--- config.mk ---
export PLATFORM = sky130hd
export DESIGN_NAME = lcd_panel_rx
export DESIGN_NICKNAME = d
export VERILOG_FILES = /design/src/rtl/lcd_rx_pkg.sv /design/src/rtl/lcd_rx_fifo.sv /design/src/rtl/lcd_panel_rx.sv
export SDC_FILE = /design/constraint.sdc
export NUM_CORES = 1
export LEC_CHECK = 0
export CAP_MARGIN = 20
export CORE_ASPECT_RATIO = 0.9
export CORE_MARGIN = 2
export CORE_UTILIZATION = 40
export CTS_BUF_LIST = sky130_fd_sc_hd__clkbuf_8 sky130_fd_sc_hd__clkbuf_16
export CTS_CLUSTER_SIZE = 16
export DETAILED_ROUTE_END_ITERATION = 6
export GPL_TIMING_DRIVEN = 0
export PLACE_DENSITY_LB_ADDON = 0.05
export SLEW_MARGIN = 20
export SYNTH_ARGS = -nofsm -noshare
export SYNTH_HDL_FRONTEND = slang
export SYNTH_SLANG_ARGS = --single-unit
export TNS_END_PERCENT = 100
--- constraint.sdc ---
create_clock -name ahb_clk_intf -period 13.82 [get_ports ahb_clk_intf]
set_clock_uncertainty 0.05 [all_clocks]
set_input_delay 2.764 -clock ahb_clk_intf [delete_from_list [all_inputs] [get_ports ahb_clk_intf]]
set_output_delay 2.764 -clock ahb_clk_intf [all_outputs]
set_load 0.1 [all_outputs]
--- src/rtl/lcd_rx_pkg.sv ---
// Shared types and constants for the LCD panel-side receiver.
package lcd_rx_pkg;

    localparam int unsigned SYNC_STAGES = 2;
    localparam int unsigned VD_W        = 24;
    // Stored coordinate width; the receiver's CW must not exceed this.
    localparam int unsigned COORD_W     = 11;
    // Synchronised bundle: {dclk, fp, lp, enab, vd}
    localparam int unsigned BUNDLE_W    = VD_W + 4;

    typedef enum logic [1:0] {
        IDLE  = 2'd0,
        VSYNC = 2'd1,
        FRAME = 2'd2
    } rx_state_t;

    typedef struct packed {
        logic [COORD_W-1:0] x;
        logic [COORD_W-1:0] y;
        logic [VD_W-1:0]    data;
    } pix_entry_t;

endpackage

--- src/rtl/lcd_rx_fifo.sv ---
// Synchronous pixel FIFO with simultaneous push/pop; head holds last popped entry when empty.
module lcd_rx_fifo
    import lcd_rx_pkg::*;
#(
    parameter int unsigned DEPTH = 4
) (
    input  logic       ahb_clk_intf,
    input  logic       reset,
    input  logic       push,
    input  pix_entry_t push_data,
    input  logic       pop,
    output logic       full,
    output logic       empty,
    output pix_entry_t head
);

    localparam int unsigned AW = (DEPTH > 1) ? $clog2(DEPTH) : 1;
    localparam logic [AW:0] DEPTH_C = DEPTH[AW:0];

    pix_entry_t    mem [DEPTH];
    pix_entry_t    last_q;
    logic [AW-1:0] wr_ptr;
    logic [AW-1:0] rd_ptr;
    logic [AW:0]   count;
    logic          do_push;
    logic          do_pop;

    assign empty   = (count == '0);
    assign full    = (count == DEPTH_C);
    assign do_pop  = pop & ~empty;
    // A push into a full FIFO is accepted only when a pop frees a slot in the same cycle.
    assign do_push = push & (~full | do_pop);
    assign head    = empty ? last_q : mem[rd_ptr];

    // Storage, pointers, occupancy and last-popped head register
    always_ff @(posedge ahb_clk_intf or posedge reset) begin
        if (reset) begin
            for (int unsigned i = 0; i < DEPTH; i++) begin
                mem[i] <= '0;
            end
            last_q <= '0;
            wr_ptr <= '0;
            rd_ptr <= '0;
            count  <= '0;
        end else begin
            if (do_push) begin
                mem[wr_ptr] <= push_data;
                wr_ptr      <= wr_ptr + 1'b1;
            end
            if (do_pop) begin
                last_q <= mem[rd_ptr];
                rd_ptr <= rd_ptr + 1'b1;
            end
            if (do_push && !do_pop) begin
                count <= count + 1'b1;
            end else if (do_pop && !do_push) begin
                count <= count - 1'b1;
            end
        end
    end

endmodule

--- src/rtl/lcd_panel_rx.sv ---
// LCD panel-side receiver: synchronises LCDOUT, rebuilds frames, tags pixels and checks geometry.
module lcd_panel_rx
    import lcd_rx_pkg::*;
#(
    parameter int unsigned DEPTH = 4,
    parameter int unsigned CW    = 11
) (
    input  logic            ahb_clk_intf,
    input  logic            reset,
    input  logic            lcd_dclk,
    input  logic            lcd_fp,
    input  logic            lcd_lp,
    input  logic            lcd_enab,
    input  logic [VD_W-1:0] lcd_vd,
    input  logic [CW-1:0]   exp_ppl,
    input  logic [CW-1:0]   exp_lpp,
    input  logic            sts_clr,
    output logic            pix_valid,
    input  logic            pix_ready,
    output logic [VD_W-1:0] pix_data,
    output logic [CW-1:0]   pix_x,
    output logic [CW-1:0]   pix_y,
    output logic            frame_done,
    output logic            line_len_err,
    output logic            frame_len_err,
    output logic            overflow,
    output logic [CW-1:0]   last_ppl,
    output logic [CW-1:0]   last_lpp
);

    localparam logic [CW-1:0] COORD_MAX = '1;

    logic [BUNDLE_W-1:0] sync_q [SYNC_STAGES];
    logic [BUNDLE_W-1:0] s2;
    logic                s3_dclk;
    logic                s_dclk, s_fp, s_lp, s_enab;
    logic [VD_W-1:0]     s_vd;
    logic                dclk_evt;

    rx_state_t           state;
    logic [CW-1:0]       x_q, y_q;
    logic                prev_enab;

    logic                push_req, line_end, frame_end, sat_err, lp_err;
    logic                line_len_set, frame_len_set, overflow_set;
    logic                fifo_full, fifo_empty, pop;
    pix_entry_t          push_entry, head;

    assign s2       = sync_q[SYNC_STAGES-1];
    assign s_dclk   = s2[BUNDLE_W-1];
    assign s_fp     = s2[BUNDLE_W-2];
    assign s_lp     = s2[BUNDLE_W-3];
    assign s_enab   = s2[BUNDLE_W-4];
    assign s_vd     = s2[VD_W-1:0];
    assign dclk_evt = s_dclk & ~s3_dclk;

    // Bundle synchroniser plus previous-dclk register for rising-edge detection
    always_ff @(posedge ahb_clk_intf or posedge reset) begin
        if (reset) begin
            for (int unsigned i = 0; i < SYNC_STAGES; i++) begin
                sync_q[i] <= '0;
            end
            s3_dclk <= 1'b0;
        end else begin
            sync_q[0] <= {lcd_dclk, lcd_fp, lcd_lp, lcd_enab, lcd_vd};
            for (int unsigned i = 1; i < SYNC_STAGES; i++) begin
                sync_q[i] <= sync_q[i-1];
            end
            s3_dclk <= s_dclk;
        end
    end

    // Per-event decode in FRAME; a frame pulse takes priority over a coincident pixel
    always_comb begin
        push_req  = 1'b0;
        line_end  = 1'b0;
        frame_end = 1'b0;
        sat_err   = 1'b0;
        lp_err    = 1'b0;
        if (dclk_evt && state == FRAME) begin
            if (s_fp) begin
                frame_end = 1'b1;
            end else begin
                if (s_enab) begin
                    push_req = 1'b1;
                    sat_err  = (x_q == COORD_MAX);
                end else if (prev_enab) begin
                    line_end = 1'b1;
                end
                lp_err = s_lp & s_enab;
            end
        end
    end

    assign pop           = pix_valid & pix_ready;
    assign line_len_set  = sat_err | lp_err | (line_end && (x_q != exp_ppl));
    assign frame_len_set = frame_end && (y_q != exp_lpp);
    assign overflow_set  = push_req & fifo_full & ~pop;

    assign push_entry.x    = COORD_W'(x_q);
    assign push_entry.y    = COORD_W'(y_q);
    assign push_entry.data = s_vd;

    // Frame FSM, coordinate counters and geometry capture
    always_ff @(posedge ahb_clk_intf or posedge reset) begin
        if (reset) begin
            state      <= IDLE;
            x_q        <= '0;
            y_q        <= '0;
            prev_enab  <= 1'b0;
            last_ppl   <= '0;
            last_lpp   <= '0;
            frame_done <= 1'b0;
        end else begin
            frame_done <= frame_end;
            if (dclk_evt) begin
                prev_enab <= s_enab;
            end
            case (state)
                IDLE: begin
                    if (dclk_evt && s_fp) begin
                        state <= VSYNC;
                    end
                end
                VSYNC: begin
                    if (dclk_evt && !s_fp) begin
                        state <= FRAME;
                        x_q   <= '0;
                        y_q   <= '0;
                    end
                end
                FRAME: begin
                    if (frame_end) begin
                        last_lpp <= y_q;
                        state    <= VSYNC;
                    end else if (push_req) begin
                        if (x_q != COORD_MAX) begin
                            x_q <= x_q + 1'b1;
                        end
                    end else if (line_end) begin
                        last_ppl <= x_q;
                        x_q      <= '0;
                        if (y_q != COORD_MAX) begin
                            y_q <= y_q + 1'b1;
                        end
                    end
                end
                default: state <= IDLE;
            endcase
        end
    end

    // Sticky status flags; a set in the same cycle as a clear wins
    always_ff @(posedge ahb_clk_intf or posedge reset) begin
        if (reset) begin
            line_len_err  <= 1'b0;
            frame_len_err <= 1'b0;
            overflow      <= 1'b0;
        end else begin
            if (line_len_set) begin
                line_len_err <= 1'b1;
            end else if (sts_clr) begin
                line_len_err <= 1'b0;
            end
            if (frame_len_set) begin
                frame_len_err <= 1'b1;
            end else if (sts_clr) begin
                frame_len_err <= 1'b0;
            end
            if (overflow_set) begin
                overflow <= 1'b1;
            end else if (sts_clr) begin
                overflow <= 1'b0;
            end
        end
    end

    lcd_rx_fifo #(
        .DEPTH(DEPTH)
    ) u_fifo (
        .ahb_clk_intf(ahb_clk_intf),
        .reset       (reset),
        .push        (push_req),
        .push_data   (push_entry),
        .pop         (pop),
        .full        (fifo_full),
        .empty       (fifo_empty),
        .head        (head)
    );

    assign pix_valid = ~fifo_empty;
    assign pix_data  = head.data;
    assign pix_x     = CW'(head.x);
    assign pix_y     = CW'(head.y);

endmodule

==> flow_summary_export.csv, run 1 <==
group,metric,value,unit
layout,multi_input_area,5670,sq um
layout,final_util,49.3,%
layout,synthToLayoutAreaGrowth,21.8,%
grt,grt_max_degree,90,
clocking,cts_max_level,2,
layout,layout.nets,1197,
pwr,power_switching,0.668,mW
layout,antenna_cells,0,
synthesis,synth-async-reset-ratio,100,%
clocking,cts_hold_buf,0,
synthesis,ys_warn_count,0,
timing,setup_ws,7130,ps
detailed_routing,antenna_left,0,
placed_design,place_hpwl,21000,microns
synthesis,synth_most_common_cell,"dfrtp_1",
clocking,insertion_delay,530,ps
pwr,p_leak,8.63,nW
layout,regArea,8630,sq um
grt,grt_pass1_wl,50700,microns
pwr,powerDensity,137,nW/um^2
clocking,cts_tree,"done",
timing,max_freq,150,MHz
detailed_routing,initialDrtViolationCount,398,
critical_path,arrival,3870,ps
floorplan,die-area,38100,sq um
grt,overflow,0,
grt,grt_pass1_vias,8707,
clocking,cts_buffer_depth,3,
timing,tightest_slew,1030,ps
detailed_routing,wl_per_cell,19.3,microns
layout,fin_area,17800,sq um
clocking,cts.clk_slew.worst_paths,60,ps
synthesis,syn-num-nets,1026,
layout,nFillCells,3190,
grt,gr-usage-all-layers,17.2,%
placed_design,port_buffers,126,
critical_path,cp_max_fo,10,
timing,post-route-min-period,6690,ps
detailed_routing,vias,8365,
floorplan,io_pins,127,
timing,finalHoldViolCount,0,
clocking,cts_buffers,39,
synthesis,yosysUniqueCellTypes,50,
timing,setup_viol,0,
pwr,totalPowerFinal,2.44,mW
placed_design,place_area,16600,sq um
min_path,hp-class,"flip-flop to flip-flop",
detailed_routing,drt_first_pass_iters,5,
floorplan,die_h,185,microns
critical_path,crit_path_start_kind,"flip-flop",
detailed_routing,via_per_inst,5.11,
critical_path,cp_data_required_time,11010,ps
synthesis,ys_ff_latch,345,
detailed_routing,drt-total-wl,31600,microns
synthesis,yosys.area.top_type,"dfrtp_1",
layout,drive_gt1_share,21.9,%
timing,timing.final.crit_share,48.4,%
critical_path,crit_type,"flip-flop to output port",
placed_design,dp_slack,7670,ps
timing,slew_violations,0,
pwr,internal_power,1.77,mW
placed_design,gp_congestion,0.753,
detailed_routing,drc_errors,0,
timing,rsz0062_at_grt,"false",
floorplan,coreArea,36100,sq um
clocking,clock_sinks,345,
grt,antenna_found_initial,0,
synthesis,synth_top_area_share,59.1,%
synthesis,netlist_instances,964,
pwr,sw_frac_of_total,27.4,%
pwr,irDropWorstVdd,0.0841,mV
synthesis,yosys_most_used_dff,"dfrtp_1",
synthesis,synth-seq-area-share,59.1,%
pwr,sequentialPowerShare,43.9,%
critical_path,crit_path_end_kind,"output port",
clocking,clock-root-buffer,"clkbuf_16",
timing,finalSetupTns,0,ps
flow_run,cap_viol_max_count,0,
floorplan,start_util,40.5,%
synthesis,synth_common_cells,"dfrtp_1, mux2_1, mux2_2",
synthesis,synthTopCellsByArea,"dfrtp_1, mux2_1, mux2_2",
floorplan,num_rows,66,
synthesis,syn_avg_cell_area,15.1,sq um
pwr,p_clk_share,39.8,%
synthesis,syn_area,14600,sq um
pwr,combPwrFrac,16.4,%
status,status,"completed",
timing,slew_headroom,31.3,%
synthesis,synth_edf_count,0,
clocking,cts_setup_buffers,0,
clocking,cts_resized,0,
floorplan,die_w,205,microns
==> power by group through the flow <==
stage / Combinational, mW / Sequential [mW] / Clock (mW)
detailed placement: 0.412 / 1.09 / 0
global placement: 0.405 / 1.09 / 0
global route: 0.432 / 1.07 / 1.04
finish: 0.400 / 1.07 / 0.971
CTS: 0.413 / 1.07 / 1.00
floorplan: 0.288 / 1.08 / 0
==> final timing paths <==
check                                  from              end  slack (ps)  cells past startpoint
setup / recovery           u_fifo.rd_ptr[1]         pix_x[7]        7130                      5
hold / removal                   sync_q[55]           s2[27]         300                      0
setup reg to reg            u_fifo.count[0]  u_fifo.count[2]       10820                     11
hold reg to reg                  sync_q[55]           s2[27]         300                      0
max in group asynchronous             reset           s2[23]        9660                      5
min in group asynchronous             reset       frame_done        2570                      2
==> registers in the layout, indices dropped and copies added (netlist names) <==
signal and count:
frame_done 1, frame_len_err 1, last_lpp 11, last_ppl 11, line_len_err 1, overflow 1
prev_enab 1, s2 28, s3_dclk 1, state 2, sync_q 28, u_fifo.count 3
u_fifo.last_q 46, u_fifo.mem 184, u_fifo.rd_ptr 2, u_fifo.wr_ptr 2, x_q 11, y_q 11
==> metrics by stage <==
| step | instances | hold slack (ps) |
|---|---|---|
| after CTS | 1638 | 295 |
| after global placement | 1566 | 284 |
| after global routing | 1638 | 302 |
| final | 1638 | 296 |
| after detailed placement | 1570 | 286 |
| after floorplan | 964 | 281 |
==> critical path, stage by stage (launching register included) <==
cell and delay, ps:
dfrtp_1 360, clkbuf_1 560, clkbuf_1 680, mux4_2 480
mux2_2 300, clkdlybuf4s50_1 970
==> per-layer routing <==
layer | GRT usage (%) | wire (microns) | share of wire, % | vias to the layer above
met5 | 0 | 0 | 0 | -
met1 | 25.8 | 16000 | 50 | 4393
li1 | - | - | - | 3815
met2 | 26.4 | 14100 | 45 | 110
met3 | 2.53 | 984 | 3.1 | 47
met4 | 4.06 | 549 | 1.7 | 0
==> cell families (layout without fill, tap and decap cells) <==
kind of cell	count (synthesis)	count (layout)	synth area share [%]
fa+ha+maj	8	8	0.737
flops	345	345	59.1
xor+xnor	31	31	1.86
compound gates	40	40	1.80
mux	336	336	29.5
simple gates	133	133	4.99
buf+inv	71	269	2.05
==> cell type report <==
cell class	count	share of cell area, %
inverter	8	0.211
multi-input combinational	548	31.9
buffer	63	1.51
tap	476	3.35
sequential	345	48.5
timing repair buffer	130	7.71
clock inverter	18	0.499
clock buffer	50	6.34
==> cell usage in the layout, fill, tap and decap left out, drive strengths merged, types with 2 or more instances in the layout <==
| master | instances |
|---|---|
| a211oi | 2 |
| a21oi | 10 |
| a22o | 5 |
| a31oi | 2 |
| a41oi | 3 |
| and3 | 5 |
| buf | 36 |
| clkbuf | 81 |
| clkdlybuf4s50 | 126 |
| clkinv | 5 |
| dfrtp | 345 |
| ha | 7 |
| inv | 21 |
| mux2 | 290 |
| mux4 | 46 |
| nand2 | 53 |
| nand2b | 2 |
| nand3 | 14 |
| nand4 | 7 |
| nor2 | 18 |
| nor2b | 2 |
| nor3 | 8 |
| nor3b | 3 |
| nor4 | 5 |
| o21ai | 12 |
| o22a | 2 |
| or2 | 2 |
| or3 | 5 |
| or4 | 3 |
| xnor2 | 17 |
| xor2 | 14 |
Note: power is estimated with default switching activity, not from simulation.
==> run 2, diff against run 1 <==
==> constraint.sdc (replaced) <==
create_clock -name ahb_clk_intf -period 5.85 [get_ports ahb_clk_intf]
set_clock_uncertainty 0.05 [all_clocks]
set_input_delay 1.17 -clock ahb_clk_intf [delete_from_list [all_inputs] [get_ports ahb_clk_intf]]
set_output_delay 1.17 -clock ahb_clk_intf [all_outputs]
set_load 0.1 [all_outputs]
==> flow_summary_export.csv, run 2 (same netlist as run 1, synthesis figures left out) <==
group,metric,value,unit
clocking,cts_resized,0,
clocking,cts_max_level,2,
critical_path,cp_max_fo,10,
pwr,powerDensity,326,nW/um^2
pwr,p_leak,8.70,nW
placed_design,place_hpwl,21500,microns
clocking,cts_setup_buffers,0,
grt,grt_max_degree,34,
detailed_routing,initialDrtViolationCount,323,
floorplan,coreArea,36100,sq um
detailed_routing,wl_per_cell,19.2,microns
grt,overflow,0,
timing,finalHoldViolCount,0,
critical_path,arrival,3860,ps
critical_path,crit_family,"buffers and inverters",
critical_path,crit_type,"flip-flop to output port",
clocking,cts_buffer_depth,3,
timing,setup_viol,0,
clocking,cts_tree,"done",
timing,rsz0062_at_grt,"false",
detailed_routing,met2RoutedLength,14200,microns
pwr,internal_power,4.29,mW
floorplan,num_rows,66,
timing,timing.final.crit_share,86.8,%
clocking,cts_buffers,39,
floorplan,die_w,205,microns
grt,grt_pass1_vias,8920,
detailed_routing,antenna_left,0,
critical_path,cp_data_required_time,4630,ps
critical_path,cp_num_buf_inv,4,
detailed_routing,vias,8406,
layout,reg_top3,"u_fifo.mem x184, u_fifo.last_q x46",
status,status,"completed",
pwr,p_clk_share,40.6,%
clocking,insertion_delay,520,ps
layout,synthToLayoutAreaGrowth,23.0,%
floorplan,die-area,38100,sq um
layout,largest_reg_flops,184,
pwr,irDropWorstVdd,0.284,mV
timing,post-route-min-period,5080,ps
timing,max_freq,197,MHz
layout,antenna_cells,0,
grt,antenna_found_initial,0,
pwr,combPwrFrac,16.3,%
grt,gr-usage-all-layers,17.5,%
pwr,sw_frac_of_total,26.8,%
timing,setup_ws,770,ps
placed_design,dp_slack,1240,ps
detailed_routing,met3_length,985,microns
grt,grt_pass1_wl,51600,microns
layout,final_util,49.8,%
critical_path,path_cells,"or3_1 > clkbuf_1 > buf_2 > buf_1 > mux2_2 > clkdlybuf4s50_1",
floorplan,die_h,185,microns
pwr,power_switching,1.57,mW
detailed_routing,top_layer_used,"met4",
layout,final_common_cell,"dfrtp_1",
clocking,cts.clk_slew.worst_paths,60,ps
pwr,sequentialPowerShare,43.1,%
layout,layout.nets,1205,
critical_path,critPathMaxStageDelay,1140,ps
clocking,cts_hold_buf,0,
detailed_routing,drc_errors,0,
detailed_routing,met1_length,15900,microns
min_path,hp-class,"flip-flop to flip-flop",
timing,slew_headroom,31.3,%
layout,drive_gt1_share,22.2,%
critical_path,crit_path_end_kind,"output port",
floorplan,start_util,40.5,%
floorplan,io_pins,127,
flow_run,cap_viol_max_count,0,
detailed_routing,drt_first_pass_iters,4,
placed_design,port_buffers,126,
critical_path,cp_slowest_cell,"clkdlybuf4s50_1",
layout,largest_register,"u_fifo.mem",
layout,final_cell_mix,"dfrtp_1, mux2_1, clkdlybuf4s50_1, mux2_2, nand2_1",
placed_design,gp_congestion,0.751,
detailed_routing,via_per_inst,5.12,
critical_path,crit_path_start_kind,"flip-flop",
timing,tightest_slew,1030,ps
detailed_routing,drt-total-wl,31600,microns
clocking,clock_sinks,345,
timing,slew_violations,0,
clocking,clock-root-buffer,"clkbuf_16",
-- run 2: layout make-up --
cell class / instances / area (sq um)
clock buffer: 49 / 1140
clock inverter: 16 / 118
fill: 3134 / 18100
inverter: 8 / 33.8
buffer: 63 / 269
multi-input combinational: 548 / 5670
timing repair buffer: 138 / 1510
tap: 476 / 596
sequential: 345 / 8630
-- run 2: power groups by stage --
stage / Combinational [mW] / Sequential (mW) / Clock, mW
after floorplan: 0.680 / 2.56 / 0
after global placement: 0.965 / 2.57 / 0
after detailed placement: 0.987 / 2.57 / 0
after CTS: 0.990 / 2.53 / 2.46
after global routing: 1.04 / 2.54 / 2.57
final: 0.955 / 2.53 / 2.38
-- run 2: layer usage --
metal  track usage, %  up-vias
li1                 -     3842
met1             26.5     4392
met2             26.6      126
met3             2.43       46
met4             4.20        0
met5                0        -
-- run 2: worst register-to-register path, cell delays in order (launching register included) --
cell	delay [ps]
dfrtp_1	440
or3_1	380
clkbuf_1	160
nand2_1	120
buf_2	310
buf_2	360
ha_1	230
inv_1	60
fa_1	370
xor2_1	170
nor2_1	130
xor2_1	150
-- run 2: per-stage QoR --
step | instances | setup TNS [ps] | power [mW] | instance area (sq um) | hold slack [ps]
after floorplan | 964 | 0 | 3.24 | 14600 | 281
after global placement | 1566 | -913840 | 3.54 | 16500 | 284
after detailed placement | 1578 | 0 | 3.56 | 16700 | 285
after CTS | 1643 | 0 | 5.97 | 18000 | 294
after global routing | 1643 | 0 | 6.14 | 18000 | 304
final | 1643 | 0 | 5.86 | 18000 | 295
-- run 2: worst paths after layout --
path                                       from               to  slack (ps)  cells after the start
worst max-delay path            u_fifo.count[0]     pix_data[23]         770                      6
worst min-delay path                 sync_q[39]           s2[11]         290                      0
worst max register to register  u_fifo.count[0]  u_fifo.count[2]        2840                     11
worst min register to register       sync_q[39]           s2[11]         290                      0
max in group asynchronous                 reset       sync_q[36]        3620                      6
min in group asynchronous                 reset       frame_done         970                      2
==> run 3, diff against run 2 <==
--- a/config.mk
+++ b/config.mk
@@ -18,4 +18,4 @@
 export SYNTH_ARGS = -nofsm -noshare
 export SYNTH_HDL_FRONTEND = slang
 export SYNTH_SLANG_ARGS = --single-unit
-export TNS_END_PERCENT = 100
+export TNS_END_PERCENT = 10
==> results of run 3 <==
The final DEF is identical to that of run 2; final timing and power are the same.
